`config.mk`:
```
export PLATFORM = sky130hd
export DESIGN_NAME = iram_init_loader
export DESIGN_NICKNAME = d
export VERILOG_FILES = /design/src/rtl/iram_init_pkg.sv /design/src/rtl/iram_init_timer.sv /design/src/rtl/iram_init_loader.sv
export SDC_FILE = /design/constraint.sdc
export NUM_CORES = 1
export LEC_CHECK = 0
export CAP_MARGIN = 40
export CELL_PAD_IN_SITES_DETAIL_PLACEMENT = 1
export CELL_PAD_IN_SITES_GLOBAL_PLACEMENT = 1
export CORE_MARGIN = 2
export CORE_UTILIZATION = 30
export DETAILED_ROUTE_END_ITERATION = 6
export PLACE_DENSITY = 0.55
export REMOVE_ABC_BUFFERS = 1
export SLEW_MARGIN = 15
export SYNTH_ARGS = -nofsm -noshare
export SYNTH_HDL_FRONTEND = slang
export SYNTH_SLANG_ARGS = --single-unit
```
`constraint.sdc`:
```
create_clock -name PCLK -period 4.1 [get_ports PCLK]
set_input_delay 0.41 -clock PCLK [delete_from_list [all_inputs] [get_ports PCLK]]
set_output_delay 0.41 -clock PCLK [all_outputs]
set_load 0.05 [all_outputs]
```
`src/rtl/iram_init_pkg.sv`:
```
// Shared types and constants for the CoreABC instruction RAM boot loader.
package iram_init_pkg;

  localparam int unsigned RAM_DEPTH = 512;
  localparam int unsigned WORD_W    = 9;
  localparam int unsigned ADDR_W    = 9;

  localparam logic [7:0] SYNC_BYTE_DEFAULT = 8'hA5;

  localparam logic [1:0] ERR_NONE    = 2'b00;
  localparam logic [1:0] ERR_COUNT   = 2'b01;
  localparam logic [1:0] ERR_DATA    = 2'b10;
  localparam logic [1:0] ERR_TIMEOUT = 2'b11;

  typedef enum logic [3:0] {
    ST_IDLE,
    ST_SYNC,
    ST_CNT_LO,
    ST_CNT_HI,
    ST_DATA_LO,
    ST_DATA_HI,
    ST_CHECK,
    ST_DONE,
    ST_ERR
  } load_state_e;

  // States in which the loader offers IN_READY.
  function automatic logic is_accepting(input load_state_e s);
    return s inside {ST_SYNC, ST_CNT_LO, ST_CNT_HI, ST_DATA_LO, ST_DATA_HI, ST_CHECK};
  endfunction

  // States in which a stalled source is timed; sync hunting may wait forever.
  function automatic logic is_timed(input load_state_e s);
    return s inside {ST_CNT_LO, ST_CNT_HI, ST_DATA_LO, ST_DATA_HI, ST_CHECK};
  endfunction

endpackage

```
`src/rtl/iram_init_timer.sv`:
```
// Idle timer for the boot loader: down-counter reloaded on clear, flags expiry
// once TIMEOUT enabled cycles have passed without a clear.
module iram_init_timer #(
  parameter int unsigned TIMEOUT = 4096
) (
  input  logic clk,
  input  logic rst_n,
  input  logic clr,
  input  logic en,
  output logic expired
);

  localparam logic [15:0] RELOAD = 16'(TIMEOUT - 1);

  logic [15:0] cnt_q;
  logic [15:0] cnt_d;

  // Reload on clear, otherwise count down to zero while enabled.
  always_comb begin
    cnt_d = cnt_q;
    if (clr) begin
      cnt_d = RELOAD;
    end else if (en && (cnt_q != 16'd0)) begin
      cnt_d = cnt_q - 16'd1;
    end
  end

  // Counter register.
  always_ff @(posedge clk or negedge rst_n) begin
    if (!rst_n) begin
      cnt_q <= RELOAD;
    end else begin
      cnt_q <= cnt_d;
    end
  end

  assign expired = en && !clr && (cnt_q == 16'd0);

endmodule

```
`src/rtl/iram_init_loader.sv`:
```
// Boot loader for the 512x9 CoreABC instruction RAM: parses a framed byte
// stream, writes 9-bit words to consecutive addresses and checks a checksum.
//
// state    | meaning
// ---------+-----------------------------------------------------------
// IDLE     | after reset, waiting for START
// SYNC     | hunting for the sync byte, other bytes discarded
// CNT_LO   | expecting word count low byte
// CNT_HI   | expecting word count high byte, count range checked
// DATA_LO  | expecting low byte of a word
// DATA_HI  | expecting high byte of a word, write issued
// CHECK    | expecting checksum byte
// DONE     | image loaded, INITDONE held until START
// ERR      | load failed, INITERR/ERRCODE held until START
module iram_init_loader
  import iram_init_pkg::*;
#(
  parameter logic [7:0]  SYNC_BYTE = SYNC_BYTE_DEFAULT,
  parameter int unsigned TIMEOUT   = 4096
) (
  input  logic              PCLK,
  input  logic              NSYSRESET,
  input  logic              START,
  input  logic              IN_VALID,
  input  logic [7:0]        IN_DATA,
  output logic              IN_READY,
  output logic [ADDR_W-1:0] INITADDR,
  output logic [WORD_W-1:0] INITDATA,
  output logic              WENABLE,
  output logic              INITDONE,
  output logic              INITERR,
  output logic [1:0]        ERRCODE
);

  localparam logic [15:0] MAX_WORDS = 16'(RAM_DEPTH);

  load_state_e       state_q, state_d;
  logic              in_ready_q, in_ready_d;
  logic [ADDR_W-1:0] initaddr_q, initaddr_d;
  logic [WORD_W-1:0] initdata_q, initdata_d;
  logic              wenable_q, wenable_d;
  logic              initdone_q, initdone_d;
  logic              initerr_q, initerr_d;
  logic [1:0]        errcode_q, errcode_d;
  logic [ADDR_W-1:0] addr_q, addr_d;
  logic [7:0]        csum_q, csum_d;
  logic [15:0]       cnt_q, cnt_d;
  logic [7:0]        lo_q, lo_d;

  logic        accept;
  logic        last_word;
  logic        tmr_run;
  logic        tmr_clr;
  logic        tmr_expired;
  logic        fail;
  logic [1:0]  fail_code;
  logic [15:0] count_w;

  assign accept    = IN_VALID && in_ready_q;
  assign last_word = (({7'd0, addr_q}) + 16'd1) == cnt_q;
  assign tmr_run   = is_timed(state_q);
  assign tmr_clr   = accept || !tmr_run;

  iram_init_timer #(
    .TIMEOUT (TIMEOUT)
  ) u_timer (
    .clk     (PCLK),
    .rst_n   (NSYSRESET),
    .clr     (tmr_clr),
    .en      (tmr_run),
    .expired (tmr_expired)
  );

  // Next-state and datapath decode for the frame parser.
  always_comb begin
    state_d    = state_q;
    initaddr_d = initaddr_q;
    initdata_d = initdata_q;
    wenable_d  = 1'b0;
    initdone_d = initdone_q;
    initerr_d  = initerr_q;
    errcode_d  = errcode_q;
    addr_d     = addr_q;
    csum_d     = csum_q;
    cnt_d      = cnt_q;
    lo_d       = lo_q;
    fail       = 1'b0;
    fail_code  = ERR_NONE;
    count_w    = {IN_DATA, cnt_q[7:0]};

    unique case (state_q)
      ST_IDLE, ST_DONE, ST_ERR: begin
        if (START) begin
          state_d    = ST_SYNC;
          initdone_d = 1'b0;
          initerr_d  = 1'b0;
          errcode_d  = ERR_NONE;
          addr_d     = '0;
          csum_d     = '0;
        end
      end
      ST_SYNC: begin
        if (accept && (IN_DATA == SYNC_BYTE)) begin
          state_d = ST_CNT_LO;
        end
      end
      ST_CNT_LO: begin
        if (accept) begin
          cnt_d[7:0] = IN_DATA;
          state_d    = ST_CNT_HI;
        end
      end
      ST_CNT_HI: begin
        if (accept) begin
          cnt_d = count_w;
          if ((count_w == 16'd0) || (count_w > MAX_WORDS)) begin
            fail      = 1'b1;
            fail_code = ERR_COUNT;
          end else begin
            state_d = ST_DATA_LO;
          end
        end
      end
      ST_DATA_LO: begin
        if (accept) begin
          lo_d    = IN_DATA;
          csum_d  = csum_q + IN_DATA;
          state_d = ST_DATA_HI;
        end
      end
      ST_DATA_HI: begin
        if (accept) begin
          if (IN_DATA[7:1] != 7'd0) begin
            fail      = 1'b1;
            fail_code = ERR_DATA;
          end else begin
            csum_d     = csum_q + IN_DATA;
            initaddr_d = addr_q;
            initdata_d = {IN_DATA[0], lo_q};
            wenable_d  = 1'b1;
            addr_d     = addr_q + 9'd1;
            state_d    = last_word ? ST_CHECK : ST_DATA_LO;
          end
        end
      end
      ST_CHECK: begin
        if (accept) begin
          if (IN_DATA == csum_q) begin
            state_d    = ST_DONE;
            initdone_d = 1'b1;
          end else begin
            fail      = 1'b1;
            fail_code = ERR_DATA;
          end
        end
      end
      default: begin
        state_d = ST_IDLE;
      end
    endcase

    // The timer only expires in cycles with no accepted byte, so it never
    // competes with a byte-driven decision above.
    if (tmr_expired) begin
      fail      = 1'b1;
      fail_code = ERR_TIMEOUT;
    end

    if (fail) begin
      state_d   = ST_ERR;
      initerr_d = 1'b1;
      errcode_d = fail_code;
    end

    in_ready_d = is_accepting(state_d);
  end

  // State, status and RAM-port registers; reset aborts any load in flight.
  always_ff @(posedge PCLK or negedge NSYSRESET) begin
    if (!NSYSRESET) begin
      state_q    <= ST_IDLE;
      in_ready_q <= 1'b0;
      initaddr_q <= '0;
      initdata_q <= '0;
      wenable_q  <= 1'b0;
      initdone_q <= 1'b0;
      initerr_q  <= 1'b0;
      errcode_q  <= ERR_NONE;
      addr_q     <= '0;
      csum_q     <= '0;
      cnt_q      <= '0;
      lo_q       <= '0;
    end else begin
      state_q    <= state_d;
      in_ready_q <= in_ready_d;
      initaddr_q <= initaddr_d;
      initdata_q <= initdata_d;
      wenable_q  <= wenable_d;
      initdone_q <= initdone_d;
      initerr_q  <= initerr_d;
      errcode_q  <= errcode_d;
      addr_q     <= addr_d;
      csum_q     <= csum_d;
      cnt_q      <= cnt_d;
      lo_q       <= lo_d;
    end
  end

  assign IN_READY = in_ready_q;
  assign INITADDR = initaddr_q;
  assign INITDATA = initdata_q;
  assign WENABLE  = wenable_q;
  assign INITDONE = initdone_q;
  assign INITERR  = initerr_q;
  assign ERRCODE  = errcode_q;

endmodule

```
Yosys cells after proc, flatten, opt, wreduce, memory -nomap -nowiden
Cells that the tools add are included.

Reductions and logical operators: 31. $lt $le $gt $ge: 1. Multiplexer cells: 54. $add $sub $neg: 4. Equality and inequality tests: 23. Bitwise gates (word level): 2.

Operators by type and width (number): $mux 4 (11); $mux 8 (5); $logic_not 16->1 (2); $mux 16 (2); $eq 4x3->1 const B (7); $pmux 4 s7 (1); $mux 9 (3); $pmux 8 s3 (1); $mux 2 (10); $pmux 9 s2 (1); $eq 10x16->1 (1); $eq 4x2->1 const B (4); $gt 16x10->1 const B (1); $mux 1 (16); $pmux 8 s2 (1); $reduce_bool 16->1 (1); $sub 16x1->16 const B (1); $add 9x1->10 const B (1); $ne 2x2->1 const B (5); $reduce_bool 2->1 (5); $add 9x1->9 const B (1); $add 8x8->8 (1); $eq 4x1->1 const B (2); $eq 8x8->1 (1); 20 further kinds (31).

Output and inout bits: 24. Register bits after elaboration: 85. Logic and storage cells: 129. Input bits: 12.

Logic depth before layout (Yosys ltp)
Depth in word-level cells: 11. Gate-level depth with buffers: 9. Mapped depth without buffers: 9.

By module
A second synthesis with hierarchy kept.

Cell total of the unflattened synthesis: 469. Area total of the unflattened synthesis: 4642.0 um2.

Modules (own cells, without submodules): iram_init_loader (cells an instance 371, seq. area each 1726.7 um2, area an instance 3649.8 um2, times used 1); iram_init_timer (cells an instance 98, seq. area each 415.4 um2, area an instance 992.2 um2, times used 1).

Worst setup path after synthesis
No wires, ideal clock.

Path type: flip-flop to flip-flop. From: register in_ready_q (netlist: IN_READY). To: register in_ready_q (netlist: IN_READY). Data required time: 3.952 ns. Arrival time: 2.320 ns. Cell stages (with the launch flop): 8. Buffers on the path: 0. Path slack: 1.632 ns. Clock period less this slack: 2.468 ns. Setup time: 0.148 ns. Path through: dfrtp_1 -> nand2_1 -> or4_4 -> and3_4 -> nor4b_4 -> inv_1 -> nor4b_2 -> a2111oi_2.

Longest elaborated chain between the ends: 9.

Ends and longest elaborated chain: from (decl) (RTL line iram_init_loader.sv:38) `logic in_ready_q, in_ready_d;`; from (signal assigned) (RTL line iram_init_loader.sv:195) `in_ready_q <= in_ready_d;`; $logic_and 1x1->1 (*) (RTL line iram_init_loader.sv:59) `assign accept = IN_VALID && in_ready_q;`; parallel branches: the longest is 5 deep, another holds $pmux 4 s7; $mux 4 (*) (RTL line iram_init_loader.sv:169) `if (fail) begin`; $eq 4x1->1, or another cell as far along (RTL line iram_init_pkg.sv:29) `return s inside {ST_SYNC, ST_CNT_LO, ST_CNT_HI, ST_DATA_LO, ST_DATA_HI, ST_CHECK};`; $reduce_bool 6->1 (*) (RTL line iram_init_pkg.sv:29); named net in_ready_d (RTL line iram_init_loader.sv:38).

Mark *: on every way through the listed nets, which the timed path passes. A chain may end at the register's enable or synchronous reset.

Final worst setup path
From: input port IN_DATA[1]. To: register csum_q[7].

Longest elaborated chain between the ends: 4.

Ends and longest elaborated chain: from (decl) (RTL line iram_init_loader.sv:25) `input logic [7:0] IN_DATA,`; $add 8x8->8 (RTL line iram_init_loader.sv:127, iram_init_loader.sv:137); $mux 8 (RTL line iram_init_loader.sv:133) `if (IN_DATA[7:1] != 7'd0) begin`; $mux 8 (RTL line iram_init_loader.sv:132) `if (accept) begin`; $pmux 8 s3 (RTL line iram_init_loader.sv:91) `unique case (state_q)`; to (signal assigned) (RTL line iram_init_loader.sv:203) `csum_q <= csum_d;`; to (decl) (RTL line iram_init_loader.sv:46) `logic [7:0] csum_q, csum_d;`.

Parallel ways exist; a longest one is shown, timed or not. The select of a mux whose other input is x is not followed.

==> results_dict.tcl <==
set metrics [dict create \
    drive_above_1_share_pct 14.6 \
    yosysWarnings 0 \
    reg2reg_slack_ns 1.51 \
    async_flop_share_pct 100 \
    grt.busiest_layer "met2" \
    drc 0 \
    core_area_um2 14600 \
    ctsHoldBuffers 0 \
    n_antenna_cell 0 \
    cpMostUsedCell "o21bai_1" \
    power.leakage_nw 2.32 \
    drt_iter0_drc 160 \
    p_per_area_nw_per_um2 447 \
    status "completed" \
    critPathMaxFanout 8 \
    area_delta_synth_final_pct 19.1 \
    setup_tns_ns 0 \
    design_area_um2 5340 \
    crit_type "input pin to flip-flop" \
    required_ns 4.34 \
    htree_levels 3 \
    place_area_um2 5050 \
    yosysUniqueCellTypes 59 \
    clockRootBuffer "clkbuf_16" \
    use_met1_pct 20.0 \
    clk_transition_reported_paths_ns 0.07 \
    dr.pass1.iters 4 \
    cts_resized 0 \
    met2_usage_pct 24.8 \
    slowest_delay_ns 0.70 \
    die_h_um 126 \
    cp-end-kind "flip-flop" \
    setup_viol 0 \
    path_delay_family "compound AO/OA/AOI/OAI gates" \
    crit_path_top_delay_cell "clkdlybuf4s50_1" \
    grt_pass1_vias 3755 \
    grtUsageTotal_pct 15.2 \
    arrival_ns 3.15 \
    grt_setup_unrepaired "false" \
    cp-start-kind "input pin" \
    met3_usage_pct 3.04 \
    finalCriticalPeriod_ns 2.92 \
    hpwl_um 8040 \
    cts_buffers 9 \
    initial_core_util_pct 30.8 \
    syn_avg_cell_area_um2 9.65 \
    finalClockSkew_ns 0.00783 \
    place.gp.congestion 0.797 \
    worst_slew_pin_slew_ns 0.771 \
    peakVddDrop_uv 204 \
    dieWidth_um 126 \
    cts_tree "done" \
    vias 3508 \
    synthFlopType "dfrtp_1" \
    synth_edf_count 0 \
    ys_ff_latch 85 \
    dieArea_um2 16000 \
    antenna_left 0 \
    critical_path_buf_inv_count 1 \
    portBuffers 35 \
    vias_per_cell 5.13 \
    dp.cells 669 \
    syn_area_um2 4490 \
    hold_class "input pin to async pin" \
    period_share_pct 71.1 \
    clk_latency_ns 0.35 \
    clock_sinks 85 \
    routedWlPerCell_um 16.8 \
    cap_violations 0 \
    drv_slew 0 \
    cp_cell_sequence "clkdlybuf4s50_1 > ha_1 > a21o_1 > a21oi_1 > o21bai_1 > a2111oi_0 > o21bai_1 > and3b_1 > a311o_1" \
    antenna_found_initial 0 \
    final_cells 684 \
    ys_seq_area_share_pct 47.7 \
    cts_setup_buffers 0 \
    num_io_pins 36 \
    gr-total-overflow 0 \
    grt_pass1_wl_um 19300 \
    hold_viol 0 \
    wl_um 11500 \
    grt_max_degree 58 \
    final_net_count 518 \
    slew_headroom_pct 48.3 \
    fp-row-count 44 \
    max_freq_mhz 343 \
    clock_path_buffers 2 \
    whs_ns 0.133 \
    syn_inst 465 \
]
-- metrics by stage --
step | total power (W) | util [%] | setup WS [ns]
2_1_floorplan | 0.00139 | - | 1.37
3_3_place_gp | 0.00155 | 34.5 | 0.903
3_5_place_dp | 0.00157 | 34.6 | 0.838
4_1_cts | 0.00243 | 36.6 | 1.18
5_1_grt | 0.00253 | 36.6 | 1.00
6_report | 0.00239 | 36.6 | 1.18
-- Yosys cell counts, types with 2 or more instances --
cell | count | area (um^2)
or4_1 | 2 | 15.0
ha_1 | 9 | 113
o21bai_1 | 4 | 30.0
nand2_1 | 88 | 330
and2_1 | 5 | 31.3
o211ai_1 | 3 | 22.5
nor3b_1 | 3 | 22.5
and4_1 | 2 | 17.5
mux2i_1 | 3 | 30.0
nand4_1 | 2 | 12.5
or3_1 | 6 | 37.5
a22o_1 | 3 | 26.3
o31ai_1 | 6 | 45.0
mux2_2 | 25 | 282
nor2b_1 | 6 | 37.5
o21ai_0 | 33 | 165
and3b_1 | 2 | 17.5
and3_1 | 5 | 31.3
a21oi_1 | 12 | 60.1
nor4_1 | 7 | 43.8
a221oi_1 | 2 | 17.5
nand2b_1 | 10 | 62.6
clkbuf_1 | 20 | 75.1
dfstp_2 | 12 | 315
dfrtp_1 | 73 | 1830
nand3b_1 | 2 | 15.0
o22ai_1 | 3 | 18.8
nor3_2 | 2 | 20.0
xor2_1 | 6 | 52.6
nor3_1 | 10 | 50.1
a21o_1 | 2 | 15.0
xnor2_1 | 19 | 166
a2111oi_0 | 3 | 26.3
or2_2 | 3 | 18.8
inv_1 | 9 | 33.8
nand3_1 | 10 | 50.1
nor2_1 | 31 | 116
-- path summary, 6_finish.rpt --
path                             startpoint          end  depth (start not counted)
worst max-delay path             IN_DATA[1]    csum_q[7]                          9
worst min-delay path              NSYSRESET      INITERR                          1
worst max register to register   state_q[3]    csum_q[7]                          8
worst min register to register  INITADDR[8]  INITADDR[8]                          2
max in group asynchronous         NSYSRESET    addr_q[7]                          2
min in group PCLK               INITADDR[8]  INITADDR[8]                          2
-- flip-flops by register name, summed over array words and instances, names as in the netlist --
register       flops
INITADDR           9
cnt_q             16
state_q            4
addr_q             9
csum_q             8
INITERR            1
INITDONE           1
WENABLE            1
IN_READY           1
ERRCODE            2
lo_q               8
u_timer.cnt_q     16
INITDATA           9
-- worst reg2reg max path, stage by stage (launching register included) --
cell and delay, ns:
dfrtp_1 0.66, nand2b_1 0.31, or2_2 0.26, nor2_1 0.06
o22ai_1 0.37, buf_4 0.27, nor3_1 0.06, and3b_1 0.18
a311o_1 0.31
-- cell families (layout without fill, tap and decap cells) --
| family | Yosys count | in the layout | synth area share, % |
|---|---|---|---|
| AO/OA/AOI/OAI | 84 | 84 | 12.1 |
| XOR/XNOR | 25 | 25 | 4.88 |
| adder cells (fa/ha/maj) | 10 | 10 | 2.96 |
| buffers and inverters | 29 | 64 | 2.43 |
| flip-flops | 85 | 85 | 47.7 |
| multiplexers | 28 | 28 | 6.94 |
| AND/OR/NAND/NOR | 204 | 204 | 22.9 |
-- power breakdown --
| part | switching, W | total, W | leakage [nW] | internal [W] |
|---|---|---|---|---|
| Sequential | 0.000102 | 0.00104 | 1.13 | 0.000935 |
| Clock | 0.000367 | 0.000843 | 0.144 | 0.000475 |
| Combinational | 0.000272 | 0.000510 | 1.05 | 0.000238 |
-- cell type report --
class                           count  area, um^2
Fill cell                        1671        9250
Multi-Input combinational cell    351        2260
Sequential cell                    85        2140
Timing Repair Buffer               40         385
Tap cell                          184         230
Clock buffer                        9         225
Clock inverter                      6        71.3
Inverter                            9        33.8
-- cell usage in the layout (no fill, tap or decap), types with 3 or more instances in the layout --
cell type,instances
o21ai_0,33
nor2b_1,6
nor4_1,7
clkdlybuf4s50_1,34
dfrtp_1,73
o22ai_1,3
nand2_1,88
a21oi_1,12
inv_1,9
mux2i_1,3
nand2b_1,10
and3_1,5
o211ai_1,3
nor3_1,10
a22o_1,3
ha_1,9
buf_4,6
xor2_1,6
dfstp_2,12
nand3_1,10
or2_2,3
o21bai_1,4
xnor2_1,19
nor3b_1,3
and2_1,5
o31ai_1,6
mux2_2,25
or3_1,6
clkbuf_16,9
nor2_1,31
-- routing by layer --
metal / vias to the layer above / part of all wire (%)
li1: 1697 / -
met1: 1756 / 50
met2: 40 / 46
met3: 15 / 2.5
met4: 0 / 1.8
met5: - / 0
Note: power is estimated with default switching activity, not from simulation.
